==> src/rtl/rv32i_fetch_unit.sv <==
// Purpose : RV32I instruction fetch; sequential word fetches over req/gnt/rvalid, {pc,instr} buffered for decode.
// Latency : req in cycle t, rvalid in t+2 (1-cycle accept, 2-cycle data) -> instr_valid_o in t+3.
// Backpres: requests stop once outstanding + buffered reaches FIFO_DEPTH; decode stalls via instr_ready_i.
//
// Ports:
//   clk_i, rst_ni                  clock, asynchronous active-low reset
//   fetch_en_i                     allow new requests (in-flight responses always complete)
//   imem_req_o/gnt_i/addr_o        request channel, address held until granted
//   imem_rvalid_i/rdata_i          in-order response channel
//   redirect_i/redirect_pc_i       one-cycle restart of the fetch stream (pc low bits dropped)
//   instr_valid_o/ready_i/o/pc_o   buffer head towards decode, valid/ready handshake
//   proto_err_o                    sticky: response seen with nothing outstanding
module rv32i_fetch_unit #(
    parameter logic [31:0] BOOT_ADDR       = 32'h0000_0000,
    parameter int unsigned FIFO_DEPTH      = 4,
    parameter int unsigned MAX_OUTSTANDING = 2
) (
    input  logic        clk_i,
    input  logic        rst_ni,
    input  logic        fetch_en_i,
    output logic        imem_req_o,
    input  logic        imem_gnt_i,
    output logic [31:0] imem_addr_o,
    input  logic        imem_rvalid_i,
    input  logic [31:0] imem_rdata_i,
    input  logic        redirect_i,
    input  logic [31:0] redirect_pc_i,
    output logic        instr_valid_o,
    input  logic        instr_ready_i,
    output logic [31:0] instr_o,
    output logic [31:0] instr_pc_o,
    output logic        proto_err_o
);

    localparam int unsigned CW  = $clog2(FIFO_DEPTH + 1);
    localparam int unsigned CW1 = CW + 1;
    localparam int unsigned PW  = (FIFO_DEPTH > 1) ? $clog2(FIFO_DEPTH) : 1;

    localparam logic [CW-1:0] MAX_OUT   = CW'(MAX_OUTSTANDING);
    localparam logic [CW:0]   DEPTH_EXT = CW1'(FIFO_DEPTH);
    localparam logic [PW-1:0] LAST_IDX  = PW'(FIFO_DEPTH - 1);

    typedef struct packed {
        logic [31:0] pc;
        logic [31:0] instr;
    } fetch_entry_t;

    // Fetch-side state
    logic [31:0]   fetch_pc;
    logic [31:0]   resp_pc;
    logic [31:0]   redirect_pc;
    logic [CW-1:0] outstanding;
    logic [CW-1:0] outstanding_nxt;
    logic [CW-1:0] discard;
    logic          proto_err;

    // Instruction buffer
    fetch_entry_t  fifo_mem [FIFO_DEPTH];
    logic [PW-1:0] wr_ptr;
    logic [PW-1:0] rd_ptr;
    logic [CW-1:0] fifo_count;
    fetch_entry_t  head;

    logic req_vld;
    logic req_fire;
    logic rsp_vld;
    logic rsp_push;
    logic pop;

    // Masking keeps every input bit in use while forcing word alignment.
    assign redirect_pc = redirect_pc_i & ~32'h3;

    // Credit check: a request is only issued when the buffer is guaranteed a
    // slot for its response, counting words already buffered and in flight.
    // rst_ni gates the request so it drops immediately on an async reset.
    assign req_vld = rst_ni & fetch_en_i & ~redirect_i
                   & (outstanding < MAX_OUT)
                   & (({1'b0, outstanding} + {1'b0, fifo_count}) < DEPTH_EXT);

    assign req_fire = req_vld & imem_gnt_i;

    // A response with nothing outstanding is a protocol error and is ignored.
    assign rsp_vld  = imem_rvalid_i & (outstanding != '0);

    // Responses from the stream being abandoned (discard) and any response
    // landing in the redirect cycle never reach the buffer.
    assign rsp_push = rsp_vld & ~redirect_i & (discard == '0);

    assign pop = instr_valid_o & instr_ready_i;

    always_comb begin
        outstanding_nxt = outstanding;
        if (req_fire && !rsp_vld) begin
            outstanding_nxt = outstanding + 1'b1;
        end else if (!req_fire && rsp_vld) begin
            outstanding_nxt = outstanding - 1'b1;
        end
    end

    always_ff @(posedge clk_i or negedge rst_ni) begin
        if (!rst_ni) begin
            fetch_pc    <= BOOT_ADDR;
            resp_pc     <= BOOT_ADDR;
            outstanding <= '0;
            discard     <= '0;
            proto_err   <= 1'b0;
        end else begin
            outstanding <= outstanding_nxt;
            if (redirect_i) begin
                fetch_pc <= redirect_pc;
                resp_pc  <= redirect_pc;
                // Everything still in flight after this edge belongs to the
                // old stream; replaces any discard already pending.
                discard  <= outstanding_nxt;
            end else begin
                if (req_fire) begin
                    fetch_pc <= fetch_pc + 32'd4;
                end
                if (rsp_push) begin
                    resp_pc <= resp_pc + 32'd4;
                end
                if (rsp_vld && (discard != '0)) begin
                    discard <= discard - 1'b1;
                end
            end
            if (imem_rvalid_i && (outstanding == '0)) begin
                proto_err <= 1'b1;
            end
        end
    end

    // Registered (non fall-through) buffer. A flush takes priority over push
    // and pop; a pop in the flush cycle has already been taken by decode.
    always_ff @(posedge clk_i or negedge rst_ni) begin
        if (!rst_ni) begin
            wr_ptr     <= '0;
            rd_ptr     <= '0;
            fifo_count <= '0;
            for (int i = 0; i < int'(FIFO_DEPTH); i++) begin
                fifo_mem[i] <= '0;
            end
        end else if (redirect_i) begin
            wr_ptr     <= '0;
            rd_ptr     <= '0;
            fifo_count <= '0;
        end else begin
            if (rsp_push) begin
                fifo_mem[wr_ptr] <= '{pc: resp_pc, instr: imem_rdata_i};
                wr_ptr           <= (wr_ptr == LAST_IDX) ? '0 : wr_ptr + 1'b1;
            end
            if (pop) begin
                rd_ptr <= (rd_ptr == LAST_IDX) ? '0 : rd_ptr + 1'b1;
            end
            case ({rsp_push, pop})
                2'b10:   fifo_count <= fifo_count + 1'b1;
                2'b01:   fifo_count <= fifo_count - 1'b1;
                default: fifo_count <= fifo_count;
            endcase
        end
    end

    assign head          = fifo_mem[rd_ptr];
    assign imem_req_o    = req_vld;
    assign imem_addr_o   = fetch_pc;
    assign instr_valid_o = (fifo_count != '0);
    assign instr_o       = head.instr;
    assign instr_pc_o    = head.pc;
    assign proto_err_o   = proto_err;

endmodule
==> config.mk <==
export PLATFORM = sky130hd
export DESIGN_NAME = rv32i_fetch_unit
export DESIGN_NICKNAME = d
export VERILOG_FILES = /design/src/rtl/rv32i_fetch_unit.sv
export SDC_FILE = /design/constraint.sdc
export NUM_CORES = 1
export LEC_CHECK = 0
export ABC_AREA = 1
export CAP_MARGIN = 25
export CELL_PAD_IN_SITES_DETAIL_PLACEMENT = 1
export CELL_PAD_IN_SITES_GLOBAL_PLACEMENT = 2
export CORE_ASPECT_RATIO = 0.5
export CORE_MARGIN = 10
export CORE_UTILIZATION = 30
export CTS_CLUSTER_SIZE = 16
export DETAILED_ROUTE_END_ITERATION = 7
export DONT_BUFFER_PORTS = 1
export MAX_ROUTING_LAYER = met4
export PLACE_DENSITY_LB_ADDON = 0.1
export SLEW_MARGIN = 20
export SYNTH_ARGS = -nofsm -noshare
export SYNTH_HDL_FRONTEND = slang
export SYNTH_SLANG_ARGS = --single-unit
==> constraint.sdc <==
create_clock -name clk_i -period 2.7 [get_ports clk_i]
set_clock_uncertainty 0.2 [all_clocks]
set_input_delay 0.54 -clock clk_i [delete_from_list [all_inputs] [get_ports clk_i]]
set_output_delay 0.54 -clock clk_i [all_outputs]
set_load 0.05 [all_outputs]
# Word level (Yosys, flattened, before mapping)
# Cells that the tools add are included.
# word_totals
regBits	334
input_bits	71
out_inout_bits	99
wordCells	87
# classes
addsub	10
magnitude_cmp	5
n_eq_ne	4
n_mux	22
bitwise	12
n_reduce_logical	18
# ops
op	count
256-bit bitwise mux	1
64-bit two-way mux	3
64-bit binary-select mux with 2-bit select	1
64-bit demux with 2-bit select	1
32-bit two-way mux	4
32-bit by 3-bit adder with 32-bit output, second input constant	2
3-bit two-way mux	5
2-bit two-way mux	6
3-bit nonzero test	4
1-bit bitwise AND	9
3-bit by 1-bit subtractor with 3-bit output, second input constant	3
2-bit nonzero test	4
3-bit by 1-bit adder with 3-bit output, second input constant	2
2-bit equality test, second input constant	3
3-bit greater-or-equal comparator, second input constant	2
3-bit zero test	2
2-bit inverter with 3-bit output	2
3-bit case mux with 2 select lines	1
1-bit logical AND	5
2-bit by 1-bit adder with 2-bit output, second input constant	2
3-bit by 3-bit adder with 4-bit output	1
4-bit by 3-bit < comparator with 1-bit output, second input constant	1
3-bit by 1-bit < comparator with 1-bit output, second input constant	1
3-bit by 2-bit < comparator with 1-bit output, second input constant	1
4 further kinds	5

# Longest topological paths before layout
# Gate-level depths: netlist (run 1).
# depth
ltp_word	10
depth_mapped	13
mapped_depth_nobuf	13

# Least setup slack after synthesis (run 1)
# Ideal clock, no wire load.
# synth_path
kind	register to output
startpoint	register rd_ptr[0]
endpoint	output instr_o[0]
t_arrival_ns	1.915
required_ns	1.960
path_slack_ns	0.045
stages_incl_launch_ff	7
path_buffers	3
cell_sequence	dfrtp_1 buf_2 clkinv_1 buf_2 clkbuf_1 nor2_1 o22ai_1
# synth_via
elab_chain_len	4
# synth_rtl
item	line	source
from (decl)	60	logic [PW-1:0] rd_ptr;
from (signal assigned)	152	rd_ptr <= (rd_ptr == LAST_IDX) ? '0 : rd_ptr + 1'b1;
2-bit inverter with 3-bit output (implied by the code)	162	assign head = fifo_mem[rd_ptr];
64-bit binary-select mux with 2-bit select	162	
64-bit two-way mux (implied by the code) (2 in series)	162	
to (decl)	30	output logic [31:0] instr_o,
# Every way passes these cells. The select of a mux whose other input is x is not followed.

# Worst setup path after layout (run 1)
# layout_path
startpoint	register rd_ptr[0]
endpoint	output instr_o[16]
# The elaborated chain is that of the path after synthesis.

==> impl_metrics.env, run 1 <==
export IMPL_clock_latency_ns=0.53
export IMPL_ys_warn_count=0
export IMPL_syn_cell_area_um2=15740
export IMPL_rows=59
export IMPL_grt_pass1_vias=14070
export IMPL_seqPwrFrac=0.305
export IMPL_globalplace_congestion=0.7917
export IMPL_status="complete, but fails checks"
export IMPL_worstPathArrival_ns=1.98
export IMPL_fin_ws_ns=-0.02250
export IMPL_cts_tree="yes"
export IMPL_synth_ff_type="dfrtp_1"
export IMPL_pre_cts_ws_ns=0.2096
export IMPL_fill_cells=6028
export IMPL_cts_root_buf="clkbuf_16"
export IMPL_worstMarginPinSlew_ns=0.6557
export IMPL_pwr_density_cell_nw_per_um2=1121
export IMPL_dr_pass1_iters=5
export IMPL_setup_viol=3
export IMPL_htree_levels=2
export IMPL_rr_worst_depth=11
export IMPL_drc_errors=0
export IMPL_yosys_register_bits=322
export IMPL_max_vdd_ir_drop_mv=0.6352
export IMPL_drt_iter0_drc=822
export IMPL_syn_to_final_growth_pct=27.24
export IMPL_grt_ovfl_total=0
export IMPL_coreArea_um2=51900
export IMPL_antenna_found_initial=0
export IMPL_p_switching_mw=9.674
export IMPL_violations="negative hold slack, negative setup slack"
export IMPL_final_layout_size_suffix_gt1_frac=0.1706
export IMPL_dpl_cell_area_um2=17190
export IMPL_layout_commonest_cell="nand2_1"
export IMPL_end_kind="primary output"
export IMPL_viasPerCell=4.889
export IMPL_p_leak_nw=9.207
export IMPL_fin_setup_tns_ns=-0.02814
export IMPL_combPwrFrac=0.477
export IMPL_ant_nets=0
export IMPL_cts_hold_buf=9
export IMPL_wl_mm=57.86
export IMPL_grt_usage=0.1743
export IMPL_wl_per_cell_um=20.93
export IMPL_fmax_mhz=367.3
export IMPL_stdcell_area_um2=20020
export IMPL_grt_busiest_layer="met2"
export IMPL_final_max_slew_viol_count=0
export IMPL_io_pins=170
export IMPL_crit_type="reg -> out"
export IMPL_port_buffers=0
export IMPL_grt_met2_usage=0.2818
export IMPL_drv_cap=0
export IMPL_synth_edf_count=0
export IMPL_layout_common_cells="nand2_1 (485), dfrtp_1 (320), o21ai_1 (244)"
export IMPL_antenna_cells=0
export IMPL_final_util=0.3859
export IMPL_critPathMaxFanout=7
export IMPL_final_cells=2764
export IMPL_slew_headroom=0.5629
export IMPL_hold_class="in -> async"
export IMPL_avgSynthCellArea_um2=8.146
export IMPL_nets=2127
export IMPL_grt_max_degree=325
export IMPL_r2r_start="outstanding[0]"
export IMPL_ys_seq_area_frac=0.5120
export IMPL_via_count=13510
export IMPL_numCtsBuffers=35
export IMPL_grtUsageMet1=0.2325
export IMPL_ys_types=41
export IMPL_netlist_instances=1932
export IMPL_rsz0062_at_grt="true"
export IMPL_r2r_end="fifo_mem[153]"
export IMPL_hold_viol=322
export IMPL_grt_first_pass_wirelength_mm=84.41
export IMPL_finalPower_mw=22.44
export IMPL_met3_usage=0.02931
export IMPL_fp_dieW_um=343.9
export IMPL_start_util=0.3033
export IMPL_worst_r2r_setup_slack_ns=0.29
export IMPL_placed_cells=2648
export IMPL_intPower_mw=12.76
export IMPL_synthArstFlopShare=1.000
export IMPL_clock_sinks=322
export IMPL_fin_crit_ns=2.723
export IMPL_worstPathRequired_ns=1.96
export IMPL_hold_ws_ns=-0.4685
export IMPL_startpoint_type="flop"
export IMPL_die_area_um2=62580
export IMPL_clk_path_buf_depth=3
export IMPL_clk_pin_slew_worst_paths_ns=0.06
export IMPL_period_share=1.008
export IMPL_pwr_share_clk=0.218
export IMPL_die_h_um=182.0
export IMPL_dp_hpwl_mm=35.15
export IMPL_switching_share=0.4312
final cells by class:
cell class | count | area, um2 | share of cell area
flip-flops and latches | 322 | 8063 | 0.4026
multi-input cells | 1366 | 7014 | 0.3503
repair buffers | 183 | 2375 | 0.1186
clock buffers | 52 | 1021 | 0.05099
well taps | 701 | 877.1 | 0.04380
inverters | 131 | 528.0 | 0.02637
clock inverters | 7 | 100.1 | 0.004999
repair inverters | 2 | 46.29 | 0.002312
Yosys cell counts (21+ instances only):
cell | n | share of area
xor2_1 | 32 | 0.018
clkbuf_1 | 65 | 0.016
o21ai_0 | 222 | 0.071
nor2_1 | 200 | 0.048
nor3_1 | 21 | 0.0067
inv_1 | 122 | 0.029
buf_6 | 22 | 0.016
nand2_1 | 485 | 0.12
o22ai_1 | 62 | 0.025
dfrtp_1 | 322 | 0.51
nand3_1 | 62 | 0.020
o21ai_1 | 180 | 0.057
power groups by stage:
| stage | clock network [mW] | logic [mW] | registers (mW) |
|---|---|---|---|
| 2_1_floorplan | 0 | 5.79 | 6.83 |
| 3_3_place_gp | 0 | 8.54 | 6.81 |
| 3_5_place_dp | 0 | 8.60 | 6.83 |
| 4_1_cts | 5.07 | 9.05 | 6.77 |
| 5_1_grt | 5.28 | 11.5 | 7.00 |
| 6_report | 4.90 | 10.7 | 6.83 |
how the worst max path moves through the flow:
stage / startpoint / end / slack (ns)
4_1_cts: rd_ptr[0] / instr_pc_o[8] / -0.09
3_5_place_dp: outstanding[1] / imem_addr_o[12] / 0.21
2_1_floorplan: rd_ptr[0] / instr_o[0] / 0.04
3_3_place_gp: fifo_count[2] / imem_addr_o[17] / 0.27
5_1_grt: rd_ptr[0] / instr_o[16] / -0.08
6_report: rd_ptr[0] / instr_o[16] / -0.02
layer usage:
layer  wire, um  part of all wire  up-vias
li1           -                 -     6614
met1      28430              0.49     6707
met3       1896             0.033       45
met5          0                 0        -
met2      26940              0.47      147
met4        591             0.010        0
sequential cells by signal (all words and copies together), names as in the netlist:
signal	cells
imem_addr_o	30
rd_ptr	2
discard	3
fifo_mem	248
outstanding	3
wr_ptr	2
resp_pc	30
fifo_count	3
proto_err_o	1
critical path: stages (launching register included):
cell	delay [ns]
dfrtp_4	0.48
buf_12	0.15
buf_12	0.12
buf_6	0.19
nor2_1	0.07
o22ai_1	0.18
buf_4	0.24
kinds of logic (layout without fill, tap and decap cells):
kind of cell	count (synthesis)	in the layout	synth area share
buffers and inverters	247	375	0.07362
adder cells (fa/ha/maj)	15	15	0.01240
XOR/XNOR	38	38	0.02115
AND/OR/NAND/NOR	803	803	0.2082
AO/OA/AOI/OAI	506	506	0.1724
flip-flops	322	322	0.5120
other	1	4	0.0002383
repair_timing:
action                                 CTS  global route
pin swaps                                6            36
endpoints found under the hold margin  338           322
gates resized for setup                 40           234
setup endpoints to repair               61            65
setup buffers                            3            17
cloned                                   5            23
(Power assumes the default switching activity.)
==> inputs of run 2 (changes only) <==
--- a/config.mk
+++ b/config.mk
@@ -12,7 +12,7 @@
 export CORE_ASPECT_RATIO = 0.5
 export CORE_MARGIN = 10
 export CORE_UTILIZATION = 30
-export CTS_CLUSTER_SIZE = 16
+export CTS_CLUSTER_SIZE = 12
 export DETAILED_ROUTE_END_ITERATION = 7
 export DONT_BUFFER_PORTS = 1
 export MAX_ROUTING_LAYER = met4
==> results of run 2 <==
The final DEF is identical to that of run 1; final timing and power are the same.
==> variant (config.mk and constraints of run 2) <==
Change the parameter `FIFO_DEPTH` from 4 to 8.
--- a/src/rtl/rv32i_fetch_unit.sv
+++ b/src/rtl/rv32i_fetch_unit.sv
@@ -13,5 +13,5 @@
 module rv32i_fetch_unit #(
     parameter logic [31:0] BOOT_ADDR       = 32'h0000_0000,
-    parameter int unsigned FIFO_DEPTH      = 4,
+    parameter int unsigned FIFO_DEPTH      = 8,
     parameter int unsigned MAX_OUTSTANDING = 2
 ) (
Check against the original RTL: no difference found for any inputs over 4 cycles, from zero or initial values and one cycle with rst_ni low; that may be too few to reach the edited logic, so the function may still have changed.
==> variant against run 2 <==
- the flow finishes with violations (hold timing, slew limit, setup timing)
- global-route usage grew 1.2 points
- total power grew 53%
- register-to-register slack lost 30 ps
- cell area grew 75%
- area after synthesis grew 73%
- routed wire length grew 68%
- worst setup slack lost 420 ps
- sequential cell count grew 253
- final cell count grew 70%
- critical endpoint is now instr_pc_o[15]
- highest routed layer unchanged
==> variant: results (changes against run 2) <==
finalSetupViolations: 84  # was 3
gp_congestion: 0.802  # was 0.792
nMultiInputCombCells: 2362  # was 1366
hpwlAfterDp_um: 55600  # was 35200 um
reg2regPathDepth: 8  # was 11
asyncSetResetFlopFracSynth_pct: 100  # unchanged
clock_power_mw: 7.93  # was 4.90 mW
reg2reg_setup_slack_ps: 260  # was 290 ps
hold_buffers: 65  # was 9
dpl_worst_slack_ps: 9.31  # was 210 ps
core_area_um2: 90400  # was 51900 um^2
antenna_found_initial: 3  # was 0
setup_ws_ps: -443  # was -22.5 ps
place_area_um2: 30500  # was 17200 um^2
status: "finished, violations left"  # unchanged
sh_seq_area_pct: 41.2  # was 40.3%
diodes: 1  # was 0
yosys-top-cells-count: "nand2_1 (725), dfrtp_1 (575), o21ai_0 (538)"  # was nand2_1 (485), dfrtp_1 (322), o21ai_0 (222)
synth_area_leaders: "dfrtp_1 (53%), nand2_1 (10%), o21ai_0 (9.9%)"  # was dfrtp_1 (51%), nand2_1 (12%), o21ai_0 (7.1%)
crit_arrival_ps: 2400  # was 1980 ps
grt_pass1_wl_um: 150000  # was 84400 um
largest_reg_flops: 496  # was 248
fillers: 10500  # was 6028
drive_gt1_share_pct: 15.8  # was 17.1%
irDropWorstVdd_mv: 0.561  # was 0.635 mV
grt_pass1_vias: 24800  # was 14100
synth_compound_area_share_pct: 18.8  # was 17.2%
nNonClkInverters: 147  # was 133
rr_endpoint: "fifo_mem[150]"  # was fifo_mem[153]
net-switching-power_mw: 13.3  # was 9.67 mW
slew_violations: 366  # was 0
wl_um: 97400  # was 57900 um
vias_per_cell: 4.97  # was 4.89
clock_area_share_pct: 5.01  # was 5.60%
endpoint: "instr_pc_o[15]"  # was instr_o[16]
n_clock_buffer: 86  # was 52
insertion_delay_ps: 650  # was 530 ps
hold_viol: 575  # was 322
grt_use_total_pct: 18.7  # was 17.4%
hold-worst-slack_ps: -578  # was -468 ps
synthDistinctLibCells: 43  # was 41
tightest_slew_ps: 1920  # was 656 ps
regArea_um2: 14400  # was 8060 um^2
violations: "hold timing, slew limit, setup timing"  # was hold timing, setup timing
comb-power_mw: 16.3  # was 10.7 mW
-- variant: cell count changes in the layout (fill, tap and decap cells not counted), moves of 22 or more --
cell,delta
o21ai_1,+68
dfrtp_1,+248
buf_6,-27
a31oi_2,+54
nor2_1,+289
buf_12,+81
o22ai_1,+22
o21ai_0,+301
dlygate4sd3_1,+55
buf_4,+27
nand2_1,+236
-- variant: worst min-delay path by stage --
stage | start | endpoint | slack, ps | cells past startpoint
after floorplan | rst_ni | discard[0] | 40 | 0
after global placement | rst_ni | fifo_mem[403] | 90 | 0
after detailed placement | rst_ni | fifo_mem[467] | 100 | 0
after CTS | rst_ni | fifo_mem[467] | -600 | 0
after global routing | rst_ni | fifo_mem[467] | -630 | 0
final | rst_ni | fifo_mem[403] | -580 | 0
-- variant: cells by family after synthesis --
logic type / Yosys count
buf+inv: 372
simple gates: 1347
xor+xnor: 34
other cells: 1
flops: 575
fa+ha+maj: 15
compound gates: 962
-- variant: per-stage QoR --
stage	std cells	TNS (ps)	total power, mW
after detailed placement	4464	0	24.1
after global routing	4709	-30380	36.2
final	4709	-25470	34.3
after floorplan	3309	0	17.8
after CTS	4676	-29310	33.6
after global placement	4464	0	24.0
-- variant: worst max-delay path: stages (launching register included) --
cell and delay, ps:
dfrtp_4 510, buf_12 170, clkinv_16 90, buf_16 150
buf_8 120, nor2_4 30, o22ai_2 140, nor2_1 70
a31oi_2 150, buf_4 170, buf_12 140
-- variant: per-layer routing --
layer	vias up	wire, um	GRT usage, %
li1	11300	-	-
met5	-	0	-
met2	234	44000	29.5
met3	105	3100	2.71
met4	0	1620	3.31
met1	11700	48700	25.7
-- variant: what timing repair did --
item | CTS | global route
setup endpoints to repair | 63 | 63
pin swaps | 24 | 62
setup buffers | 38 | 21
resized for setup | 90 | 220
gates cloned | 15 | 14
hold endpoints to repair | 845 | 575
